$ cat config.mk
export PLATFORM = sky130hd
export DESIGN_NAME = vga_timing_ctrl
export DESIGN_NICKNAME = d
export VERILOG_FILES = /design/src/rtl/vga_timing_pkg.sv /design/src/rtl/vga_pix_div.sv /design/src/rtl/vga_timing_ctrl.sv
export SDC_FILE = /design/constraint.sdc
export NUM_CORES = 1
export LEC_CHECK = 0
export CORE_MARGIN = 2
export CORE_UTILIZATION = 48
export CTS_BUF_LIST = sky130_fd_sc_hd__clkbuf_4 sky130_fd_sc_hd__clkbuf_8
export DETAILED_ROUTE_END_ITERATION = 7
export PLACE_DENSITY = 0.74
export SYNTH_ARGS = -nofsm -noshare
export SYNTH_HDL_FRONTEND = slang
export SYNTH_SLANG_ARGS = --single-unit
$ cat constraint.sdc
create_clock -name clock -period 2.7 [get_ports clock]
set_clock_uncertainty 0.05 [all_clocks]
set_input_delay 0.27 -clock clock [delete_from_list [all_inputs] [get_ports clock]]
set_output_delay 0.27 -clock clock [all_outputs]
set_load 0.005 [all_outputs]
$ cat src/rtl/vga_timing_pkg.sv
// Shared constants and types for the VGA timing block.
// Defaults describe 640x480@60 with a 4:1 system-to-pixel clock ratio.
package vga_timing_pkg;

  // Counter width used for both the pixel and line counters.
  localparam int unsigned CNT_W         = 10;
  localparam int unsigned CNT_MAX_TOTAL = 1 << CNT_W;

  // Default 640x480@60 timing.
  localparam int unsigned DEF_CLK_DIV  = 4;
  localparam int unsigned DEF_H_ACTIVE = 640;
  localparam int unsigned DEF_H_FP     = 16;
  localparam int unsigned DEF_H_SYNC   = 96;
  localparam int unsigned DEF_H_BP     = 48;
  localparam int unsigned DEF_V_ACTIVE = 480;
  localparam int unsigned DEF_V_FP     = 10;
  localparam int unsigned DEF_V_SYNC   = 2;
  localparam int unsigned DEF_V_BP     = 33;
  localparam logic        DEF_SYNC_POL = 1'b0;

  typedef logic [CNT_W-1:0] cnt_t;

  // Pattern codes understood by the colour stage.
  typedef enum logic [1:0] {
    PAT_BLACK  = 2'd0,
    PAT_ORANGE = 2'd1,
    PAT_BARS   = 2'd2,
    PAT_GRID   = 2'd3
  } pattern_e;

  // Total period of one axis (line or frame) from its four segments.
  function automatic int unsigned timing_total(input int unsigned active,
                                               input int unsigned fp,
                                               input int unsigned sync,
                                               input int unsigned bp);
    return active + fp + sync + bp;
  endfunction

endpackage

$ cat src/rtl/vga_pix_div.sv
// Pixel-enable divider: a free-running 0..CLK_DIV-1 counter whose last
// count is presented as a registered one-clock strobe. Falling-edge design.
module vga_pix_div #(
  parameter int unsigned CLK_DIV = 4
) (
  input  logic clock,
  input  logic res,
  output logic pix_en
);

  localparam int unsigned DW = (CLK_DIV > 1) ? $clog2(CLK_DIV) : 1;
  localparam logic [DW-1:0] DIV_LAST = DW'(CLK_DIV - 1);

  if (CLK_DIV < 2) begin : g_bad_div
    $error("vga_pix_div: CLK_DIV must be at least 2");
  end

  logic [DW-1:0] div_q, div_d;
  logic          pix_en_q;

  // Next divider value: wrap after the last count.
  always_comb begin
    div_d = (div_q == DIV_LAST) ? '0 : div_q + DW'(1);
  end

  // Divider state; the strobe is registered from the next divider value so it
  // is high exactly while the divider holds its last count.
  always_ff @(negedge clock or negedge res) begin
    if (!res) begin
      div_q    <= '0;
      pix_en_q <= 1'b0;
    end else begin
      // NOTE: non-blocking assignments here so every flop samples pre-edge values.
      div_q    <= div_d;
      pix_en_q <= (div_d == DIV_LAST);
    end
  end

  assign pix_en = pix_en_q;

endmodule

$ cat src/rtl/vga_timing_ctrl.sv
// VGA timing controller: pixel/line counters, sync and display-enable decode,
// line/frame strobes and a frame-synchronous pattern-select shadow register.
// All state changes on the falling edge of clock.
module vga_timing_ctrl
  import vga_timing_pkg::*;
#(
  parameter int unsigned CLK_DIV  = DEF_CLK_DIV,
  parameter int unsigned H_ACTIVE = DEF_H_ACTIVE,
  parameter int unsigned H_FP     = DEF_H_FP,
  parameter int unsigned H_SYNC   = DEF_H_SYNC,
  parameter int unsigned H_BP     = DEF_H_BP,
  parameter int unsigned V_ACTIVE = DEF_V_ACTIVE,
  parameter int unsigned V_FP     = DEF_V_FP,
  parameter int unsigned V_SYNC   = DEF_V_SYNC,
  parameter int unsigned V_BP     = DEF_V_BP,
  parameter logic        SYNC_POL = DEF_SYNC_POL
) (
  input  logic       clock,
  input  logic       res,
  input  logic       cfg_valid,
  input  logic [1:0] cfg_pattern,
  output logic       cfg_ready,
  output logic       pix_en,
  output logic [9:0] hcount,
  output logic [9:0] vcount,
  output logic       de,
  output logic       hsync,
  output logic       vsync,
  output logic       line_start,
  output logic       frame_start,
  output logic [1:0] pattern
);

  localparam int unsigned H_TOTAL = timing_total(H_ACTIVE, H_FP, H_SYNC, H_BP);
  localparam int unsigned V_TOTAL = timing_total(V_ACTIVE, V_FP, V_SYNC, V_BP);

  if (H_TOTAL > CNT_MAX_TOTAL || V_TOTAL > CNT_MAX_TOTAL) begin : g_bad_total
    $error("vga_timing_ctrl: H_TOTAL/V_TOTAL exceed the 10-bit counter range");
  end

  localparam cnt_t H_LAST   = cnt_t'(H_TOTAL - 1);
  localparam cnt_t V_LAST   = cnt_t'(V_TOTAL - 1);
  localparam cnt_t H_ACT    = cnt_t'(H_ACTIVE);
  localparam cnt_t V_ACT    = cnt_t'(V_ACTIVE);
  localparam cnt_t HS_FIRST = cnt_t'(H_ACTIVE + H_FP);
  localparam cnt_t HS_LAST  = cnt_t'(H_ACTIVE + H_FP + H_SYNC - 1);
  localparam cnt_t VS_FIRST = cnt_t'(V_ACTIVE + V_FP);
  localparam cnt_t VS_LAST  = cnt_t'(V_ACTIVE + V_FP + V_SYNC - 1);
  localparam logic SYNC_IDLE = ~SYNC_POL;

  // Counter and decoded timing state.
  cnt_t h_q, h_d;
  cnt_t v_q, v_d;
  logic de_q, de_d;
  logic hsync_q, hsync_d;
  logic vsync_q, vsync_d;
  logic line_start_q, line_start_d;
  logic frame_start_q, frame_start_d;

  // Pattern shadow: a captured request waits in shadow_q until a frame
  // boundary; apply_q marks the boundary clock so pending clears one clock
  // after the pattern switches.
  pattern_e pattern_q, pattern_d;
  pattern_e shadow_q, shadow_d;
  logic     pending_q, pending_d;
  logic     apply_q, apply_d;
  logic     xfer;

  vga_pix_div #(
    .CLK_DIV(CLK_DIV)
  ) u_pix_div (
    .clock (clock),
    .res   (res),
    .pix_en(pix_en)
  );

  // Next counter values and the outputs decoded from them, so the registered
  // outputs line up exactly with the registered counters.
  always_comb begin
    // NOTE: every always_comb output gets a default first so no latch is inferred.
    h_d = h_q;
    v_d = v_q;
    if (pix_en) begin
      if (h_q == H_LAST) begin
        h_d = '0;
        v_d = (v_q == V_LAST) ? '0 : v_q + cnt_t'(1);
      end else begin
        h_d = h_q + cnt_t'(1);
      end
    end
    de_d          = (h_d < H_ACT) && (v_d < V_ACT);
    hsync_d       = (h_d >= HS_FIRST && h_d <= HS_LAST) ? SYNC_POL : SYNC_IDLE;
    vsync_d       = (v_d >= VS_FIRST && v_d <= VS_LAST) ? SYNC_POL : SYNC_IDLE;
    line_start_d  = pix_en && (h_d == '0);
    frame_start_d = line_start_d && (v_d == '0);
  end

  // Config handshake and frame-synchronous pattern update.
  always_comb begin
    xfer      = cfg_valid && !pending_q;
    apply_d   = frame_start_d && pending_q;
    pattern_d = apply_d ? shadow_q : pattern_q;
    shadow_d  = xfer ? pattern_e'(cfg_pattern) : shadow_q;
    pending_d = pending_q;
    if (xfer) begin
      pending_d = 1'b1;
    end else if (apply_q) begin
      pending_d = 1'b0;
    end
  end

  // Timing registers.
  always_ff @(negedge clock or negedge res) begin
    if (!res) begin
      h_q           <= H_LAST;
      v_q           <= V_LAST;
      de_q          <= 1'b0;
      hsync_q       <= SYNC_IDLE;
      vsync_q       <= SYNC_IDLE;
      line_start_q  <= 1'b0;
      frame_start_q <= 1'b0;
    end else begin
      h_q           <= h_d;
      v_q           <= v_d;
      de_q          <= de_d;
      hsync_q       <= hsync_d;
      vsync_q       <= vsync_d;
      line_start_q  <= line_start_d;
      frame_start_q <= frame_start_d;
    end
  end

  // Pattern shadow registers; reset discards any pending request.
  always_ff @(negedge clock or negedge res) begin
    if (!res) begin
      pattern_q <= PAT_BLACK;
      shadow_q  <= PAT_BLACK;
      pending_q <= 1'b0;
      apply_q   <= 1'b0;
    end else begin
      pattern_q <= pattern_d;
      shadow_q  <= shadow_d;
      pending_q <= pending_d;
      apply_q   <= apply_d;
    end
  end

  assign cfg_ready   = ~pending_q;
  assign hcount      = h_q;
  assign vcount      = v_q;
  assign de          = de_q;
  assign hsync       = hsync_q;
  assign vsync       = vsync_q;
  assign line_start  = line_start_q;
  assign frame_start = frame_start_q;
  assign pattern     = pattern_q;

endmodule

Yosys cells after proc, flatten, opt, wreduce, memory -nomap -nowiden
Cells that the tools add are included.
{"block": "totals", "in_bits": 5, "word_cells": 48, "out_inout_bits": 29, "ff_bits": 34}
{"block": "classes", "reduce_logical": 11, "addsub": 3, "mux": 10, "eq_ne": 4, "order_cmp": 6, "bitwise_logic": 1}
{"operator": "$mux 10", "count": 5}
{"operator": "$add 10x1->10 const B", "count": 2}
{"operator": "$eq 10x10->1 const B", "count": 2}
{"operator": "$logic_not 10->1", "count": 2}
{"operator": "$ge 10x10->1 const B", "count": 1}
{"operator": "$ge 10x9->1 const B", "count": 1}
{"operator": "$le 10x10->1 const B", "count": 1}
{"operator": "$le 10x9->1 const B", "count": 1}
{"operator": "$lt 10x10->1 const B", "count": 1}
{"operator": "$lt 10x9->1 const B", "count": 1}
{"operator": "$logic_and 1x1->1", "count": 7}
{"operator": "$eq 2x2->1 const B", "count": 2}
{"operator": "$mux 1", "count": 4}
{"operator": "$add 2x1->2 const B", "count": 1}
{"operator": "$mux 2", "count": 1}
{"operator": "$reduce_bool 2->1", "count": 1}
{"operator": "$logic_not 1->1", "count": 1}
{"operator": "$not 1->1", "count": 1}

Depth between registers and ports, before layout
Gate-level depths: netlist of run 1.
{"block": "logic_depth", "ltp_word": 7, "ltp_mapped": 9, "ltp_nobuf": 9}

Hierarchy
From an unflattened synthesis of run 1, not the netlist that was laid out.
{"block": "hier_totals", "hier_cells": 193, "hier_area_um2": 1954.4}
{"mod": "vga_timing_ctrl", "n_inst": 1, "area_per_inst_um2": 1843.0, "cells_per_inst": 185, "seq_area_each_um2": 790.8}
{"mod": "vga_pix_div", "n_inst": 1, "area_per_inst_um2": 111.4, "cells_per_inst": 8, "seq_area_each_um2": 75.1}

==> flow_metrics.env, run 1 <==
export IMPL_leakagePower_nw=1.37
export IMPL_synth_area_um2=1810
export IMPL_routed_via_density=5.44
export IMPL_hpwl_um=3350
export IMPL_failed_checks="setup timing"
export IMPL_wl_um=4980
export IMPL_clock_sinks=34
export IMPL_ys_ff_latch=34
export IMPL_crit_fanout=4
export IMPL_num_rows=22
export IMPL_track_usage_pct=24.9
export IMPL_cts_root_buf="clkbuf_8"
export IMPL_cp_required_ns=4.15
export IMPL_avgSynthCellArea_um2=10.0
export IMPL_clkTransAtPathRegs_ns=0.05
export IMPL_startpoint_type="flip-flop"
export IMPL_synth_nets=190
export IMPL_antennaDiodeCount=0
export IMPL_layout_min_cycle_time_ns=2.79
export IMPL_worst_pin_slew_ns=0.423
export IMPL_fin_total_pwr_mw=0.995
export IMPL_status="finished, violations left"
export IMPL_hold_viol=0
export IMPL_setup_ws_ns=-0.0943
export IMPL_seq_area_um2=866
export IMPL_drt_initial_drc_count=157
export IMPL_clock_fmax_ghz=0.358
export IMPL_wl_per_cell_um=15.3
export IMPL_area_delta_synth_final_pct=52.6
export IMPL_nFillCells=260
export IMPL_rsz0062_at_grt="yes"
export IMPL_fin_tns_setup_ns=-0.203
export IMPL_final_setup_viol_count=3
export IMPL_drive_above_1_share_pct=39.6
export IMPL_tritoncts="done"
export IMPL_finalCritPeriodShare_pct=103
export IMPL_final_core_util_pct=75.9
export IMPL_grt_overflow=0
export IMPL_slew_headroom_pct=71.4
export IMPL_io_buffers=33
export IMPL_drc=0
export IMPL_cts_htree_levels=2
export IMPL_clk_latency_ns=0.36
export IMPL_cap_violations=0
export IMPL_yosys_cell_types_count=44
export IMPL_grt_max_degree=35
export IMPL_vdd_drop_max_mv=0.472
export IMPL_cts_buffers=5
export IMPL_synth_seq_area_share_pct=47.9
export IMPL_synth_edf_count=0
export IMPL_drt_pass1_iterations=4
export IMPL_num_vias=1772
export IMPL_die_w_um=65.4
export IMPL_grt_pass1_vias=1764
export IMPL_synth_ff_type="dfrtn_1"
export IMPL_yosysWarnings=0
export IMPL_die_y_um=65.4
export IMPL_syn_instance_count=180
export IMPL_drt_antenna_violating_nets=0
export IMPL_crit_type="reg -> reg"
export IMPL_gp_congestion=0.961
export IMPL_p_per_area_nw_per_um2=361
export IMPL_antenna_found_initial=0
export IMPL_crit_arrival_ns=4.24
export IMPL_hp_class="reg -> reg"
export IMPL_multiInputGateArea_um2=962
export IMPL_die_area_um2=4270
export IMPL_grt_first_pass_wirelength_um=8050
export IMPL_async_reset_ff_share_pct=100
export IMPL_ctsHoldBuffers=0
export IMPL_fin_nets=287
export IMPL_cts_max_path_buffers=2
export IMPL_pin_count=34
export IMPL_start_util_pct=49.7
export IMPL_cp_end_kind="flip-flop"
export IMPL_core_area_um2=3630
export IMPL_finalMaxSlewViolations=0
[worst max-delay path: stages (launching register included)]
cell      delay, ns
dfstp_2        0.54
buf_4          0.12
nor4b_1        0.37
and3_1         0.32
nor2_1         0.07
mux2_4         0.29
a211oi_2       0.21
buf_4          0.14
nand4_1        0.14
mux2_1         0.34
[synthesized netlist by cell type, types with 2 or more instances]
library cell  count  area (µm²)
o21bai_1          2        15.0
a211oi_1          2        15.0
a31oi_1           4        25.0
nand3_1           8        40.0
ha_1              5        62.6
mux2_1            2        22.5
nor2_1           13        48.8
clkbuf_1          4        15.0
o21ai_0           9        45.0
and4_1            2        17.5
a21o_1            2        15.0
buf_2             4        20.0
and3_1            6        37.5
mux2_2            4        45.0
xnor2_1           7        61.3
nand4b_1          2        17.5
nor3_1            8        40.0
nand2_1          17        63.8
dfrtn_1          22         551
inv_1             9        33.8
nor4_1            3        18.8
dfstp_2          12         315
and2_1            2        12.5
nor2b_1           2        12.5
nand4_1           6        37.5
xor2_1            5        43.8
[registers in the layout (all words and copies together), names as in the netlist]
signal	cells
hsync	1
u_pix_div.pix_en	1
pattern	2
pending_q	1
line_start	1
hcount	10
shadow_q	2
vsync	1
apply_q	1
frame_start	1
de	1
vcount	10
u_pix_div.div_q	2
[power breakdown]
group	switching (mW)	internal [mW]	leakage (nW)
Sequential	0.000797	0.515	0.415
Clock	0.243	0.216	0.109
Combinational	0.0106	0.00929	0.841
[what timing repair did]
| item | 4_1_cts | 5_1_grt |
|---|---|---|
| pin swaps | 5 | 3 |
| gates resized for setup | 78 | 9 |
| endpoints found under the setup margin | 31 | 9 |
| buffers inserted | 12 | 2 |
[cell usage in the layout, fill, tap and decap left out, drive strengths merged, types with 2 or more instances in the layout]
master         count
o21bai             2
nand3              8
dfrtn             22
xor2               5
nor4               4
or2                2
o21ai              9
dlygate4sd2       15
xnor2              7
clkdlybuf4s15      2
nand2             17
a211oi             2
and4               2
a31oi              4
clkbuf             6
ha                 5
a21o               2
and2               2
nor2              13
and3               6
buf               67
a221oi             2
nand4              6
mux2               6
nor3               8
dfstp             12
nand4b             2
clkdlybuf4s50      4
inv               21
nor2b              2
[layer usage]
layer / vias to the layer above / GRT usage (%) / wire length, µm
met4: 0 / 10.9 / 125
met2: 69 / 43.0 / 2520
met5: - / 0 / 0
met3: 19 / 5.48 / 280
li1: 839 / - / -
met1: 845 / 29.8 / 2060
[path summary, 6_finish.rpt]
| path | from | to | slack, ns | cells after the start |
|---|---|---|---|---|
| min in group asynchronous | res | hcount[6] | 1.52 | 2 |
| max in group asynchronous | res | vcount[2] | 0.76 | 2 |
| worst min register to register | apply_q | pending_q | 0.33 | 1 |
| worst min-delay path | apply_q | pending_q | 0.33 | 1 |
| worst max-delay path | vcount[9] | pattern[1] | -0.09 | 9 |
| worst max register to register | vcount[9] | pattern[1] | -0.09 | 9 |
[layout make-up]
cell class	instances	area share [%]
clock buffer	6	2.77
clock inverter	14	2.13
inverter	8	1.09
multi-input combinational	128	34.9
sequential	34	31.4
tap	48	2.18
timing repair buffer	88	25.5
[stage by stage]
step | worst slack (ns) | hold slack (ns) | area, µm² | std cells
6_report | -0.0943 | 0.331 | 2760 | 326
5_1_grt | -0.194 | 0.371 | 2760 | 326
4_1_cts | -0.0137 | 0.331 | 2710 | 324
3_5_place_dp | -0.170 | 0.324 | 2490 | 293
3_3_place_gp | -0.126 | 0.312 | 2490 | 293
2_1_floorplan | 0.0355 | 0.289 | 1810 | 180
[cell families after synthesis]
family	count (synthesis)	synth area share (%)
compound gates	27	10.2
xor+xnor	12	5.82
fa+ha+maj	5	3.46
buf+inv	18	4.09
flops	34	47.9
mux	7	4.29
simple gates	77	24.2
(Power assumes the default switching activity.)
==> run 2: changes to the inputs <==
- ABC_CLOCK_PERIOD_IN_PS: unset -> 2700
- CORE_UTILIZATION: 48 -> 49
- PLACE_DENSITY: 0.74 -> 0.75
- SYNTH_HIERARCHICAL: unset -> 1
==> run 2 against run 1 <==
Effect of this change:
- the flow still finishes with violations (setup timing)
- utilization increased by 3.5 points
- non-clock buffer count grew 14
- final area grew 7.7%
==> flow_metrics.env, run 2 <==
export IMPL_status="finished, violations left"
export IMPL_failed_checks="setup timing"
export IMPL_finalCritPeriodShare_pct=112
export IMPL_io_buffers=33
export IMPL_final_area_um2=2970
export IMPL_start_util_pct=52.2
export IMPL_drive_above_1_share_pct=39.6
export IMPL_ctsHoldBuffers=0
export IMPL_muxShareOfSynthArea_pct=3.91
export IMPL_fin_nets=312
export IMPL_crit_type="reg -> reg"
export IMPL_cts_root_buf="clkbuf_8"
export IMPL_crit_chain="buf_4 -> nand4_4 -> or4b_4 -> a211oi_2 -> a31oi_1 -> or4_4 -> nor4_4 -> mux2_1"
export IMPL_syn_instance_count=193
export IMPL_synth_compound_area_share_pct=13.8
export IMPL_synth_simple_area_share_pct=25.5
export IMPL_wl_um=5860
export IMPL_async_reset_ff_share_pct=100
export IMPL_clk_latency_ns=0.37
export IMPL_grt_pass1_vias=1994
export IMPL_area_delta_synth_final_pct=51.9
export IMPL_yosys_top_cells_count="22 x dfrtn_1, 17 x nand2_1, 14 x o21ai_0"
export IMPL_clock_sinks=34
export IMPL_synth_xor_area_share_pct=4.48
export IMPL_track_usage_pct=28.7
export IMPL_post_dp_cell_area_um2=2680
export IMPL_tritoncts="done"
export IMPL_clock_fmax_ghz=0.330
export IMPL_avgSynthCellArea_um2=10.1
export IMPL_synth_adder_area_share_pct=3.20
export IMPL_wl_per_cell_um=16.7
export IMPL_yosys_cell_types_count=49
export IMPL_die_w_um=67.2
export IMPL_synth_top_area_share_pct=28.2
export IMPL_yosysMostFrequentCell="dfrtn_1"
export IMPL_grt_first_pass_wirelength_um=9410
export IMPL_startpoint_type="flip-flop"
export IMPL_slew_headroom_pct=71.3
export IMPL_p_per_area_nw_per_um2=330
export IMPL_die_area_um2=4510
export IMPL_grt_max_degree=35
export IMPL_leakagePower_nw=1.43
export IMPL_final_setup_viol_count=7
export IMPL_slowest_delay_ns=0.58
export IMPL_cp_end_kind="flip-flop"
export IMPL_die_y_um=67.2
export IMPL_antenna_found_initial=0
export IMPL_clkTransAtPathRegs_ns=0.05
export IMPL_yosysWarnings=6
export IMPL_drt_pass1_iterations=5
export IMPL_rsz0062_at_grt="yes"
export IMPL_drt_antenna_violating_nets=0
export IMPL_cp_slowest_cell="or4b_4"
export IMPL_hp_class="reg -> reg"
export IMPL_gp_congestion=0.896
export IMPL_ys_ff_latch=34
export IMPL_crit_arrival_ns=4.47
export IMPL_synth_area_um2=1950
export IMPL_worst_pin_slew_ns=0.426
export IMPL_synth_nets=203
export IMPL_pin_count=34
export IMPL_vdd_drop_max_mv=0.339
export IMPL_synth_area_leaders="dfrtn_1 28%, dfstp_2 16%, o21ai_0 3.6%"
export IMPL_regToRegSetupSlack_ns=-0.33
export IMPL_crit_fanout=4
export IMPL_synth_ff_type="dfrtn_1"
export IMPL_final_cell_mix="61 x buf_4, 22 x dfrtn_1, 21 x inv_1, 17 x nand2_1, 15 x dlygate4sd2_1"
export IMPL_core_area_um2=3740
export IMPL_setup_ws_ns=-0.331
export IMPL_cts_htree_levels=2
export IMPL_hpwl_um=3820
export IMPL_placed_cells=313
export IMPL_nFillCells=239
export IMPL_synth_top_family_by_area="simple AND/OR/NAND/NOR gates"
export IMPL_drc=0
export IMPL_finalMaxSlewViolations=0
export IMPL_final_cells=351
export IMPL_synth_seq_area_share_pct=44.3
export IMPL_antennaDiodeCount=0
export IMPL_cap_violations=0
export IMPL_layout_min_cycle_time_ns=3.03
export IMPL_synth_largest_area_cell="dfrtn_1"
export IMPL_grt_overflow=0
export IMPL_num_vias=2053
export IMPL_final_common_cell="buf_4"
export IMPL_routed_via_density=5.85
export IMPL_cts_max_path_buffers=2
export IMPL_cp_required_ns=4.14
export IMPL_synth_edf_count=0
export IMPL_hold_viol=0
export IMPL_drt_initial_drc_count=232
export IMPL_num_rows=22
export IMPL_cts_buffers=5
[run 2: cell type report]
cell class              instances  area [µm²]  share of cell area, %
multi-input cells             138        1030                   34.8
flip-flops and latches         34         866                   29.2
repair buffers                102         846                   28.5
clock buffers                   6        76.3                   2.57
well taps                      48        60.1                   2.02
clock inverters                14        53.8                   1.81
inverters                       9        33.8                   1.14
[run 2: cells by family after synthesis]
family,after synthesis
compound gates,42
xor+xnor,10
simple gates,74
flops,34
mux,7
buf+inv,21
fa+ha+maj,5
[run 2: path summary, 6_finish.rpt]
path / startpoint / cells past startpoint / end
worst max-delay path: hcount[4] / 8 / pattern[0]
worst min-delay path: u_pix_div/div_q[0] / 1 / u_pix_div/div_q[0]
worst max register to register: hcount[4] / 8 / pattern[0]
worst min register to register: u_pix_div/div_q[0] / 1 / u_pix_div/div_q[0]
max in group asynchronous: res / 2 / vcount[2]
min in group asynchronous: res / 2 / u_pix_div/pix_en
[run 2: power by group]
group	switching, mW	internal (mW)	leakage (nW)	total [mW]
sequential	0.000747	0.515	0.415	0.516
combinational	0.0111	0.00932	0.904	0.0204
clock	0.235	0.210	0.106	0.445
total	0.246	0.734	1.43	0.981
[run 2: routing by layer]
metal / GRT usage (%) / share of wire [%] / routed length, µm / vias up
li1: - / - / - / 920
met1: 33.3 / 38 / 2220 / 1001
met2: 49.8 / 52 / 3040 / 110
met3: 7.17 / 7.3 / 426 / 22
met4: 13.5 / 2.9 / 169 / 0
met5: 0 / 0 / 0 / -
[run 2: through the flow]
| step | setup TNS, ns | total power [mW] | setup WS (ns) | hold WS (ns) | utilization, % |
|---|---|---|---|---|---|
| detailed placement | -1.08 | 0.574 | -0.205 | 0.324 | 71.7 |
| finish | -1.05 | 0.981 | -0.331 | 0.327 | 79.3 |
| global placement | -0.920 | 0.572 | -0.188 | 0.312 | 71.7 |
| floorplan | -0.341 | 0.554 | -0.171 | 0.289 | - |
| global route | -1.35 | 1.03 | -0.424 | 0.349 | 79.3 |
| CTS | -0.804 | 0.987 | -0.266 | 0.333 | 77.4 |
[run 2: timing repair]
item                       in CTS  in global routing
resized for setup              72                 15
hold endpoints to repair        0                  0
cloned                          0                  0
setup buffers                  16                  4
setup endpoints to repair      31                 12
[run 2: worst max-delay path: cells and delay by family (launching register included)]
family                 cells  cell delay (ns)
muxes                      1             0.35
DFF                        1             0.54
AOI/OAI and AO/OA          2             0.31
and+or+nand+nor            4             1.43
buffers and inverters      1             0.13
